### src/rtl/qspi_pkg.sv
// Shared types and constants for the quad-SPI read arbiter.
package qspi_pkg;

  typedef enum logic [2:0] {
    StIdle,
    StCmd,
    StAddr,
    StDummy,
    StData,
    StGap
  } state_e;

  localparam logic [7:0]  CMD_FAST_READ_QUAD = 8'h6B;
  localparam int unsigned CMD_SCK            = 8;
  localparam int unsigned ADDR_SCK           = 24;
  localparam logic [3:0]  OE_SERIAL          = 4'b1101;
  localparam logic [3:0]  OE_IN              = 4'b0000;

endpackage

### src/rtl/qspi_read_arbiter_if.sv
// Requester-side bus of the quad-SPI read arbiter: two read request ports and the byte stream.
interface qspi_read_arbiter_if #(
  parameter int unsigned ADDR_W = 24,
  parameter int unsigned LEN_W  = 4
) ();

  logic              req0;
  logic [ADDR_W-1:0] addr0;
  logic [LEN_W-1:0]  len0;
  logic              ack0;
  logic              req1;
  logic [ADDR_W-1:0] addr1;
  logic [LEN_W-1:0]  len1;
  logic              ack1;
  logic              rd_valid;
  logic [7:0]        rd_data;
  logic              rd_id;
  logic              rd_last;
  logic              busy;

  modport master (
    output req0, addr0, len0, req1, addr1, len1,
    input  ack0, ack1, rd_valid, rd_data, rd_id, rd_last, busy
  );

  modport slave (
    input  req0, addr0, len0, req1, addr1, len1,
    output ack0, ack1, rd_valid, rd_data, rd_id, rd_last, busy
  );

endinterface

### src/rtl/qspi_shifter.sv
// SCK phase generator plus 32-bit shift register: serial-out on IO0, nibble-in from IO3..IO0.
module qspi_shifter (
  input  logic        clk,
  input  logic        rst,
  input  logic        en,
  input  logic        load,
  input  logic [31:0] load_word,
  input  logic        quad,
  input  logic [3:0]  nib_in,
  output logic        sck,
  output logic        tick,
  output logic        ser_out,
  output logic [3:0]  nib_last
);

  logic        ph_q;
  logic [31:0] sr_q;

  // tick marks the clk edge that ends the high phase: sample and shift happen there.
  always_ff @(posedge clk or posedge rst) begin
    if (rst) begin
      ph_q <= 1'b0;
      sr_q <= 32'h0;
    end else begin
      ph_q <= en & ~ph_q;
      if (load) begin
        sr_q <= load_word;
      end else if (en && ph_q) begin
        sr_q <= quad ? {sr_q[27:0], nib_in} : {sr_q[30:0], 1'b0};
      end
    end
  end

  assign sck      = ph_q;
  assign tick     = en & ph_q;
  assign ser_out  = sr_q[31];
  assign nib_last = sr_q[3:0];

endmodule

### src/rtl/qspi_read_arbiter.sv
// Two-port quad-SPI Fast Read (0x6B) sequencer and arbiter.
// Define QSPI_FIXED_PRIO_EN to make port 0 always win simultaneous requests (no round-robin).
module qspi_read_arbiter
  import qspi_pkg::*;
#(
  parameter int unsigned ADDR_W    = 24,
  parameter int unsigned LEN_W     = 4,
  parameter int unsigned DUMMY_SCK = 8,
  parameter int unsigned CS_GAP    = 2
) (
  input  logic               clk,
  input  logic               rst,
  qspi_read_arbiter_if.slave bus,
  output logic               cs_n,
  output logic               sck,
  output logic [3:0]         qspi_out,
  output logic [3:0]         qspi_oe,
  input  logic [3:0]         qspi_in
);

  state_e            state_q, state_d;
  logic [7:0]        cnt_q, cnt_d;
  logic [LEN_W-1:0]  len_q, len_d;
  logic              id_q, id_d;
  logic              pend, gnt_id, load, byte_done, last;
  logic              active, serial, quad, tick, ser_out;
  logic [3:0]        nib_last;
  logic [ADDR_W-1:0] addr_sel;
  logic              rd_valid_q, rd_last_q, rd_id_q;
  logic [7:0]        rd_data_q;

`ifndef QSPI_FIXED_PRIO_EN
  logic ptr_q, ptr_d;
`endif

  assign pend = bus.req0 | bus.req1;

`ifdef QSPI_FIXED_PRIO_EN
  assign gnt_id = ~bus.req0;
`else
  assign gnt_id = (bus.req0 & bus.req1) ? ptr_q : bus.req1;
`endif

  assign addr_sel = gnt_id ? bus.addr1 : bus.addr0;

  always_comb begin
    state_d   = state_q;
    cnt_d     = cnt_q;
    len_d     = len_q;
    id_d      = id_q;
    load      = 1'b0;
    byte_done = 1'b0;
    last      = 1'b0;
    bus.ack0  = 1'b0;
    bus.ack1  = 1'b0;
`ifndef QSPI_FIXED_PRIO_EN
    ptr_d     = ptr_q;
`endif
    unique case (state_q)
      StIdle: begin
        if (pend) begin
          state_d  = StCmd;
          cnt_d    = 8'd0;
          load     = 1'b1;
          id_d     = gnt_id;
          len_d    = gnt_id ? bus.len1 : bus.len0;
          // rst gating keeps ack low while the FSM is held in reset.
          bus.ack0 = ~gnt_id & ~rst;
          bus.ack1 = gnt_id & ~rst;
`ifndef QSPI_FIXED_PRIO_EN
          ptr_d    = ~gnt_id;
`endif
        end
      end
      StCmd: begin
        if (tick) begin
          cnt_d = cnt_q + 8'd1;
          if (cnt_q == 8'(CMD_SCK - 1)) begin
            state_d = StAddr;
            cnt_d   = 8'd0;
          end
        end
      end
      StAddr: begin
        if (tick) begin
          cnt_d = cnt_q + 8'd1;
          if (cnt_q == 8'(ADDR_SCK - 1)) begin
            state_d = StDummy;
            cnt_d   = 8'd0;
          end
        end
      end
      StDummy: begin
        if (tick) begin
          cnt_d = cnt_q + 8'd1;
          if (cnt_q == 8'(DUMMY_SCK - 1)) begin
            state_d = StData;
            cnt_d   = 8'd0;
          end
        end
      end
      StData: begin
        // cnt counts nibbles; odd count completes a byte, cnt/2 is the byte index.
        if (tick) begin
          cnt_d = cnt_q + 8'd1;
          if (cnt_q[0]) begin
            byte_done = 1'b1;
            if (cnt_q[LEN_W:1] == len_q) begin
              last    = 1'b1;
              state_d = StGap;
              cnt_d   = 8'd0;
            end
          end
        end
      end
      StGap: begin
        cnt_d = cnt_q + 8'd1;
        if (cnt_q == 8'(CS_GAP - 1)) begin
          state_d = StIdle;
          cnt_d   = 8'd0;
        end
      end
      default: state_d = StIdle;
    endcase
  end

  always_ff @(posedge clk or posedge rst) begin
    if (rst) begin
      state_q    <= StIdle;
      cnt_q      <= 8'd0;
      len_q      <= '0;
      id_q       <= 1'b0;
      rd_valid_q <= 1'b0;
      rd_last_q  <= 1'b0;
      rd_id_q    <= 1'b0;
      rd_data_q  <= 8'h00;
`ifndef QSPI_FIXED_PRIO_EN
      ptr_q      <= 1'b0;
`endif
    end else begin
      state_q    <= state_d;
      cnt_q      <= cnt_d;
      len_q      <= len_d;
      id_q       <= id_d;
      rd_valid_q <= byte_done;
      rd_last_q  <= last;
      if (byte_done) begin
        rd_data_q <= {nib_last, qspi_in};
        rd_id_q   <= id_q;
      end
`ifndef QSPI_FIXED_PRIO_EN
      ptr_q      <= ptr_d;
`endif
    end
  end

  always_comb begin
    active   = (state_q == StCmd) || (state_q == StAddr) ||
               (state_q == StDummy) || (state_q == StData);
    serial   = (state_q == StCmd) || (state_q == StAddr);
    quad     = (state_q == StDummy) || (state_q == StData);
    cs_n     = ~active;
    qspi_oe  = serial ? OE_SERIAL : OE_IN;
    // IO3/IO2 held high so HOLD# and WP# stay inactive during the serial phases.
    qspi_out = serial ? {2'b11, 1'b0, ser_out} : 4'b0000;
  end

  qspi_shifter u_shifter (
    .clk      (clk),
    .rst      (rst),
    .en       (active),
    .load     (load),
    .load_word({CMD_FAST_READ_QUAD, 24'(addr_sel)}),
    .quad     (quad),
    .nib_in   (qspi_in),
    .sck      (sck),
    .tick     (tick),
    .ser_out  (ser_out),
    .nib_last (nib_last)
  );

  assign bus.rd_valid = rd_valid_q;
  assign bus.rd_data  = rd_data_q;
  assign bus.rd_id    = rd_id_q;
  assign bus.rd_last  = rd_last_q;
  assign bus.busy     = (state_q != StIdle);

endmodule

### src/flat_wrapper.sv
// flat-port wrapper written by rule: the top's interface ports become plain ports
module qspi_read_arbiter_flat import qspi_pkg::*;
#(
  parameter int unsigned ADDR_W    = 24,
  parameter int unsigned LEN_W     = 4,
  parameter int unsigned DUMMY_SCK = 8,
  parameter int unsigned CS_GAP    = 2
)
  (clk, rst, cs_n, sck, qspi_out, qspi_oe, qspi_in, bus_req0, bus_addr0, bus_len0, bus_req1, bus_addr1, bus_len1, bus_ack0, bus_ack1, bus_rd_valid, bus_rd_data, bus_rd_id, bus_rd_last, bus_busy);
  qspi_read_arbiter_if #(.ADDR_W(ADDR_W), .LEN_W(LEN_W)) bus_i ();
  input  logic clk;
  input  logic rst;
  output logic cs_n;
  output logic sck;
  output logic [3:0] qspi_out;
  output logic [3:0] qspi_oe;
  input  logic [3:0] qspi_in;
  input wire logic [$bits(bus_i.req0)-1:0] bus_req0;
  input wire logic [$bits(bus_i.addr0)-1:0] bus_addr0;
  input wire logic [$bits(bus_i.len0)-1:0] bus_len0;
  input wire logic [$bits(bus_i.req1)-1:0] bus_req1;
  input wire logic [$bits(bus_i.addr1)-1:0] bus_addr1;
  input wire logic [$bits(bus_i.len1)-1:0] bus_len1;
  output wire logic [$bits(bus_i.ack0)-1:0] bus_ack0;
  output wire logic [$bits(bus_i.ack1)-1:0] bus_ack1;
  output wire logic [$bits(bus_i.rd_valid)-1:0] bus_rd_valid;
  output wire logic [$bits(bus_i.rd_data)-1:0] bus_rd_data;
  output wire logic [$bits(bus_i.rd_id)-1:0] bus_rd_id;
  output wire logic [$bits(bus_i.rd_last)-1:0] bus_rd_last;
  output wire logic [$bits(bus_i.busy)-1:0] bus_busy;
  assign bus_i.req0 = bus_req0;
  assign bus_i.addr0 = bus_addr0;
  assign bus_i.len0 = bus_len0;
  assign bus_i.req1 = bus_req1;
  assign bus_i.addr1 = bus_addr1;
  assign bus_i.len1 = bus_len1;
  assign bus_ack0 = bus_i.ack0;
  assign bus_ack1 = bus_i.ack1;
  assign bus_rd_valid = bus_i.rd_valid;
  assign bus_rd_data = bus_i.rd_data;
  assign bus_rd_id = bus_i.rd_id;
  assign bus_rd_last = bus_i.rd_last;
  assign bus_busy = bus_i.busy;
  qspi_read_arbiter #(.ADDR_W(ADDR_W), .LEN_W(LEN_W), .DUMMY_SCK(DUMMY_SCK), .CS_GAP(CS_GAP)) u_core (.clk(clk), .rst(rst), .bus(bus_i), .cs_n(cs_n), .sck(sck), .qspi_out(qspi_out), .qspi_oe(qspi_oe), .qspi_in(qspi_in));
endmodule
### config.mk
export PLATFORM = sky130hd
export DESIGN_NAME = qspi_read_arbiter_flat
export DESIGN_NICKNAME = d
export VERILOG_FILES = /design/src/rtl/qspi_pkg.sv /design/src/rtl/qspi_read_arbiter_if.sv /design/src/rtl/qspi_shifter.sv /design/src/rtl/qspi_read_arbiter.sv /design/src/flat_wrapper.sv
export SDC_FILE = /design/constraint.sdc
export NUM_CORES = 1
export LEC_CHECK = 0
export BUFFER_PORTS_ARGS = -buffer_cell sky130_fd_sc_hd__buf_2
export CORE_UTILIZATION = 54
export CTS_BUF_LIST = sky130_fd_sc_hd__clkbuf_16
export CTS_CLUSTER_SIZE = 30
export DETAILED_ROUTE_END_ITERATION = 6
export GPL_TIMING_DRIVEN = 0
export MAX_ROUTING_LAYER = met4
export PLACE_DENSITY = 0.8
export SLEW_MARGIN = 5
export SYNTH_ARGS = -nofsm -noshare
export SYNTH_HDL_FRONTEND = slang
export SYNTH_SLANG_ARGS = --single-unit
export TNS_END_PERCENT = 10
### constraint.sdc
create_clock -name clk -period 2.3 [get_ports clk]
set_input_delay 0.115 -clock clk [delete_from_list [all_inputs] [get_ports clk]]
set_output_delay 0.115 -clock clk [all_outputs]
set_load 0.01 [all_outputs]
======== Word-level counts from Yosys, hierarchy flattened ========
Index checks and enable logic that the tools add are counted.
storage, ports and cells
  latch bits .............................. 0
  ROM bits ................................ 0
  output and inout port bits .............. 24
  memories kept ........................... 0
  register bits after elaboration ......... 61
  bits in writable memories ............... 0
  input bits .............................. 64
  word-level logic and storage cells ...... 99
cells by class
  add/sub/neg operators ................... 1
  reduce and logical (&&, ||, !) cells .... 13
  equal/unequal tests ..................... 21
  multiply operators ...................... 0
  bitwise operators ....................... 10
  $lt $le $gt $ge ......................... 0
  shifts and indexed selects .............. 0
  muxes and demuxes ....................... 43
  div/mod/pow operators ................... 0
operator list
  operator             count
  $mux 32              3
  $mux 8               9
  $pmux 8 s5           1
  $mux 3               11
  $mux 24              1
  $ne 2x1->1 const B   12
  $pmux 3 s6           1
  $mux 1               14
  $mux 4               3
  $reduce_and 11->1    1
  $add 8x1->8 const B  1
  $eq 8x1->1 const B   1
  $eq 8x3->1 const B   1
  $eq 8x5->1 const B   1
  $eq 3x2->1 const B   2
  $eq 3x3->1 const B   2
  $and 1x1->1          5
  $reduce_and 5->1     1
  $reduce_bool 5->1    1
  $eq 4x4->1           1
  $logic_or 1x1->1     4
  $not 1->1            4
  $eq 3x1->1 const B   1
  $logic_not 3->1      1
  other kinds (6)      6

======== Longest topological paths before layout ========
  word-level depth ........................ 7
  gate-level depth with buffers ........... 8
  mapped depth without buffers ............ 7

======== Cells and area by module ========
Synthesis repeated with hierarchy kept, for this count alone.
second synthesis, totals
  cell total of the unflattened synthesis .. 443
  area total of the unflattened synthesis .. 4221.5 µm²
by module, submodules not included
  module             times used  cells each  sequential area each (µm²)  area an instance (µm²)
  qspi_shifter       1           220         825.8                       2290.9
  qspi_read_arbiter  1           223         700.7                       1930.6

======== Least setup slack after synthesis ========
OpenSTA, ideal clock, no wires.
  path type ............................... input-to-output
  from .................................... input rst
  to ...................................... output bus_ack0
  buffers on the path ..................... 0
  required time ........................... 2.185 ns
  arrival ................................. 1.781 ns
  path slack .............................. 0.404 ns
  cell stages on the path ................. 2
  path through ............................ inv_1 -> and3_1
on the way
  word-level cells in the longest chain between the ends .. 4
ends and longest elaborated chain
  element          RTL line                 text
  start, declared  flat_wrapper.sv:12       input logic rst;
  $not 1->1        qspi_read_arbiter.sv:68  bus.ack0 = ~gnt_id & ~rst;
  $and 1x1->1      qspi_read_arbiter.sv:68
  $mux 1           qspi_read_arbiter.sv:61  if (pend) begin
  $mux 1           qspi_read_arbiter.sv:59  unique case (state_q)
  end, declared    flat_wrapper.sv:24       output wire logic [$bits(bus_i.ack0)-1:0] bus_ack0;
Every way passes these cells.

======== Final worst setup path ========
  from .................................... register u_core.state_q[0]
  to ...................................... output bus_ack0
on the way
  word-level cells in the longest chain between the ends .. 2
ends and longest elaborated chain
  element                 RTL line                  text
  start, declared         qspi_read_arbiter.sv:21   state_e state_q, state_d;
  start signal, assigned  qspi_read_arbiter.sv:129  state_q <= StIdle;
  start signal, assigned  qspi_read_arbiter.sv:141  state_q <= state_d;
  $logic_not 3->1         qspi_read_arbiter.sv:59
  $mux 1                  qspi_read_arbiter.sv:59
Every way passes these cells.

==> flow_summary_export.csv <==
group,metric,value,unit
power,p_leak,2.145,nW
synthesis,seq_area_frac_synth,40.90,%
critical_path,path_class,"register to output port",
cts,cts-root-buf,"clkbuf_16",
finish,layout_commonest_cell,"buf_2",
floorplanning,die_w,85.14,um
floorplanning,fp.dieH,85.14,um
critical_path,cp-start-kind,"register",
sta,tightest_slew,671.1,ps
finish,utilization,70.24,%
synthesis,async_flop_share,100.0,%
grt,grt_usage,26.14,%
critical_path,crit_path_max_incr_delay,440,ps
floorplanning,dieArea,7248,um2
critical_path,cp_common_cell,"buf_2",
critical_path,cp_cell_sequence,"nor3_4 -> inv_2 -> nor2_2 -> buf_2 -> and3_1 -> buf_2",
place,io_buffers,85,
finish,synthToLayoutAreaGrowth,22.23,%
cts,numCtsBuffers,9,
sta,rsz0062_at_grt,"false",
routing,remaining_drc_errors,0,
routing,initialDrtViolationCount,174,
critical_path,worst_setup_path_end_kind,"output port",
grt,grt_pass1_vias,2961,
grt,antenna_found_initial,0,
synthesis,synth.top_cells.by_area,"dfrtp_1, mux2i_1, mux2_2",
routing,detail-route-antenna-nets,0,
sta,setup_viol,0,
power,cellPowerDensity,536.1,nW/um2
place,gp_congestion,0.8908,
grt,grt_pass1_wl,14.34,mm
cts,path_clk_slew,50,ps
sta,fin_tns_setup,0,ps
critical_path,worstPathArrival,1990,ps
finish,antennaDiodeCount,0,
synthesis,synth_area,3732,um2
sta,hold_viol,0,
synthesis,synth_ff_type,"dfrtp_1",
critical_path,crit_fanout,10,
sta,skew,7.495,ps
routing,wl,8.519,mm
cts,cts_tree,"yes",
sta,max_freq,0.4753,GHz
synthesis,yosysUniqueCellTypes,52,
floorplanning,ioPinCount,88,
finish,final_cell_mix,"buf_2, dfrtp_1, mux2i_1",
routing,via_per_inst,5.706,
power,ir_worst_vdd,394.6,uV
worst_hold_path,hp-class,"input pin to register",
run,drv_cap,0,
synthesis,ys_ff_latch,61,
sta,post-route-period-util,91.49,%
sta,maxSlewViolCount,0,
place,dp_hpwl,6.194,mm
synthesis,synth_top_area_share,40.90,%
routing,drtPass1Iterations,4,
cts,cts_num_sinks,61,
outcome,status,"completed",
synthesis,synth_edf_count,0,
finish,fill_cells,479,
sta,slew_headroom,55.19,%
routing,vias,3070,
finish,fin_nets,522,
cts,clk_path_buf_depth,2,
synthesis,netlist_instances,357,
synthesis,yosys_warnings,0,
floorplanning,rows,29,
finish,layout-drive-gt1-share,38.39,%
cts,htree_levels,3,
floorplanning,initial_core_util,57.46,%
floorplanning,fp.coreArea,6495,um2
synthesis,syn_avg_cell_area,10.45,um2
routing,wl_per_cell,15.83,um
sta,timing.final.crit_period,2104,ps
synthesis,synth_top_area_cell,"dfrtp_1",
grt,grt_max_degree,33,
cts,clkLatencyLatePin,330,ps
critical_path,cp.required,2180,ps
grt,overflow,0,
critical_path,slowest_stage,"dfrtp_1",
## layout make-up
| cell class | count | area, um2 | share of cell area, % |
|---|---|---|---|
| multi-input combinational | 259 | 1968 | 43.14 |
| sequential | 61 | 1526 | 33.46 |
| timing repair buffer | 87 | 455.4 | 9.984 |
| clock buffer | 9 | 225.2 | 4.937 |
| buffer | 31 | 221.5 | 4.855 |
| tap | 77 | 96.34 | 2.112 |
| clock inverter | 7 | 42.54 | 0.9325 |
| inverter | 7 | 26.28 | 0.5760 |
## power by group
group | switching [W] | total, W | internal (W) | leakage, nW
sequential | 0.00000905 | 0.00110 | 0.00109 | 0.823
clock | 0.000476 | 0.00119 | 0.000719 | 0.127
combinational | 0.0000754 | 0.000155 | 0.0000793 | 1.20
total | 0.000560 | 0.00245 | 0.00189 | 2.15
## metrics by stage
step	area (um2)	hold slack, ps	cells	setup WS (ps)	total power (W)
global placement	4258	364.9	520	-307.4	0.001262
detailed placement	4278	266.8	521	187.4	0.001270
global route	4562	47.69	538	41.62	0.002542
finish	4562	48.52	538	195.8	0.002446
CTS	4556	46.08	538	62.95	0.002464
floorplan	3736	219.1	358	404.5	0.001188
## Yosys cell counts, types with 3 or more instances
cell type,n
mux2_2,33
nand2_1,32
nand4_1,3
inv_1,6
o31ai_1,3
o21ai_0,12
nor3_1,10
buf_6,3
and3_1,3
mux2i_1,60
xnor2_1,5
nor2_1,12
buf_4,10
nand3_1,7
dfrtp_1,61
a21oi_1,11
clkbuf_1,6
buf_2,10
o21ai_1,25
## state kept, by name (all words and copies together) (netlist names)
signal                 flops
u_core.bus.rd_valid        1
u_core.state_q             3
u_core.id_q                1
u_core.bus.rd_data         8
u_core.len_q               4
u_core.u_shifter.sr_q     32
u_core.u_shifter.sck       1
u_core.bus.rd_last         1
u_core.ptr_q               1
u_core.bus.rd_id           1
u_core.cnt_q               8
## repair_timing
| action | in CTS | in global routing |
|---|---|---|
| endpoints found under the hold margin | 29 | 0 |
| endpoints found under the setup margin | 0 | 5 |
| resized for setup | 0 | 1 |
| setup buffers | 0 | 0 |
| hold buffers | 1 | 0 |
## cell families after synthesis
family / after synthesis / synth area share, %
muxes: 95 / 26.85
and+or+nand+nor: 88 / 12.30
AOI/OAI and AO/OA: 67 / 11.36
DFF: 61 / 40.90
buffers and inverters: 38 / 6.637
xor gates and xnor gates: 5 / 1.173
adders and majority gates: 2 / 0.6704
other: 1 / 0.1005
## final timing paths
kind / startpoint / end / slack (ps) / cells past startpoint
min in group asynchronous: rst / u_core.cnt_q[5] / 450 / 3
min: bus_req1 / u_core.ptr_q / 50 / 2
max: u_core.state_q[0] / bus_ack0 / 200 / 6
min reg2reg: u_core.id_q / u_core.id_q / 480 / 2
max reg2reg: u_core.cnt_q[0] / u_core.cnt_q[3] / 250 / 6
max in group asynchronous: rst / u_core.u_shifter.sr_q[24] / 1240 / 4
## per-layer routing
| metal | up-vias | track usage (%) | part of all wire [%] | wire length [um] |
|---|---|---|---|---|
| met1 | 1473 | 34.71 | 44 | 3748 |
| met5 | - | - | 0 | 0 |
| met2 | 102 | 40.84 | 50 | 4218 |
| li1 | 1484 | - | - | - |
| met4 | 0 | 9.245 | 1.2 | 100 |
| met3 | 11 | 4.183 | 5.3 | 452 |
## worst max-delay path, delay by kind of cell (launching register included)
kind / cells / cell delay [ps]
flops: 1 / 440
buf+inv: 3 / 540
simple gates: 3 / 690
No activity file was read; power rests on OpenSTA's default activity.
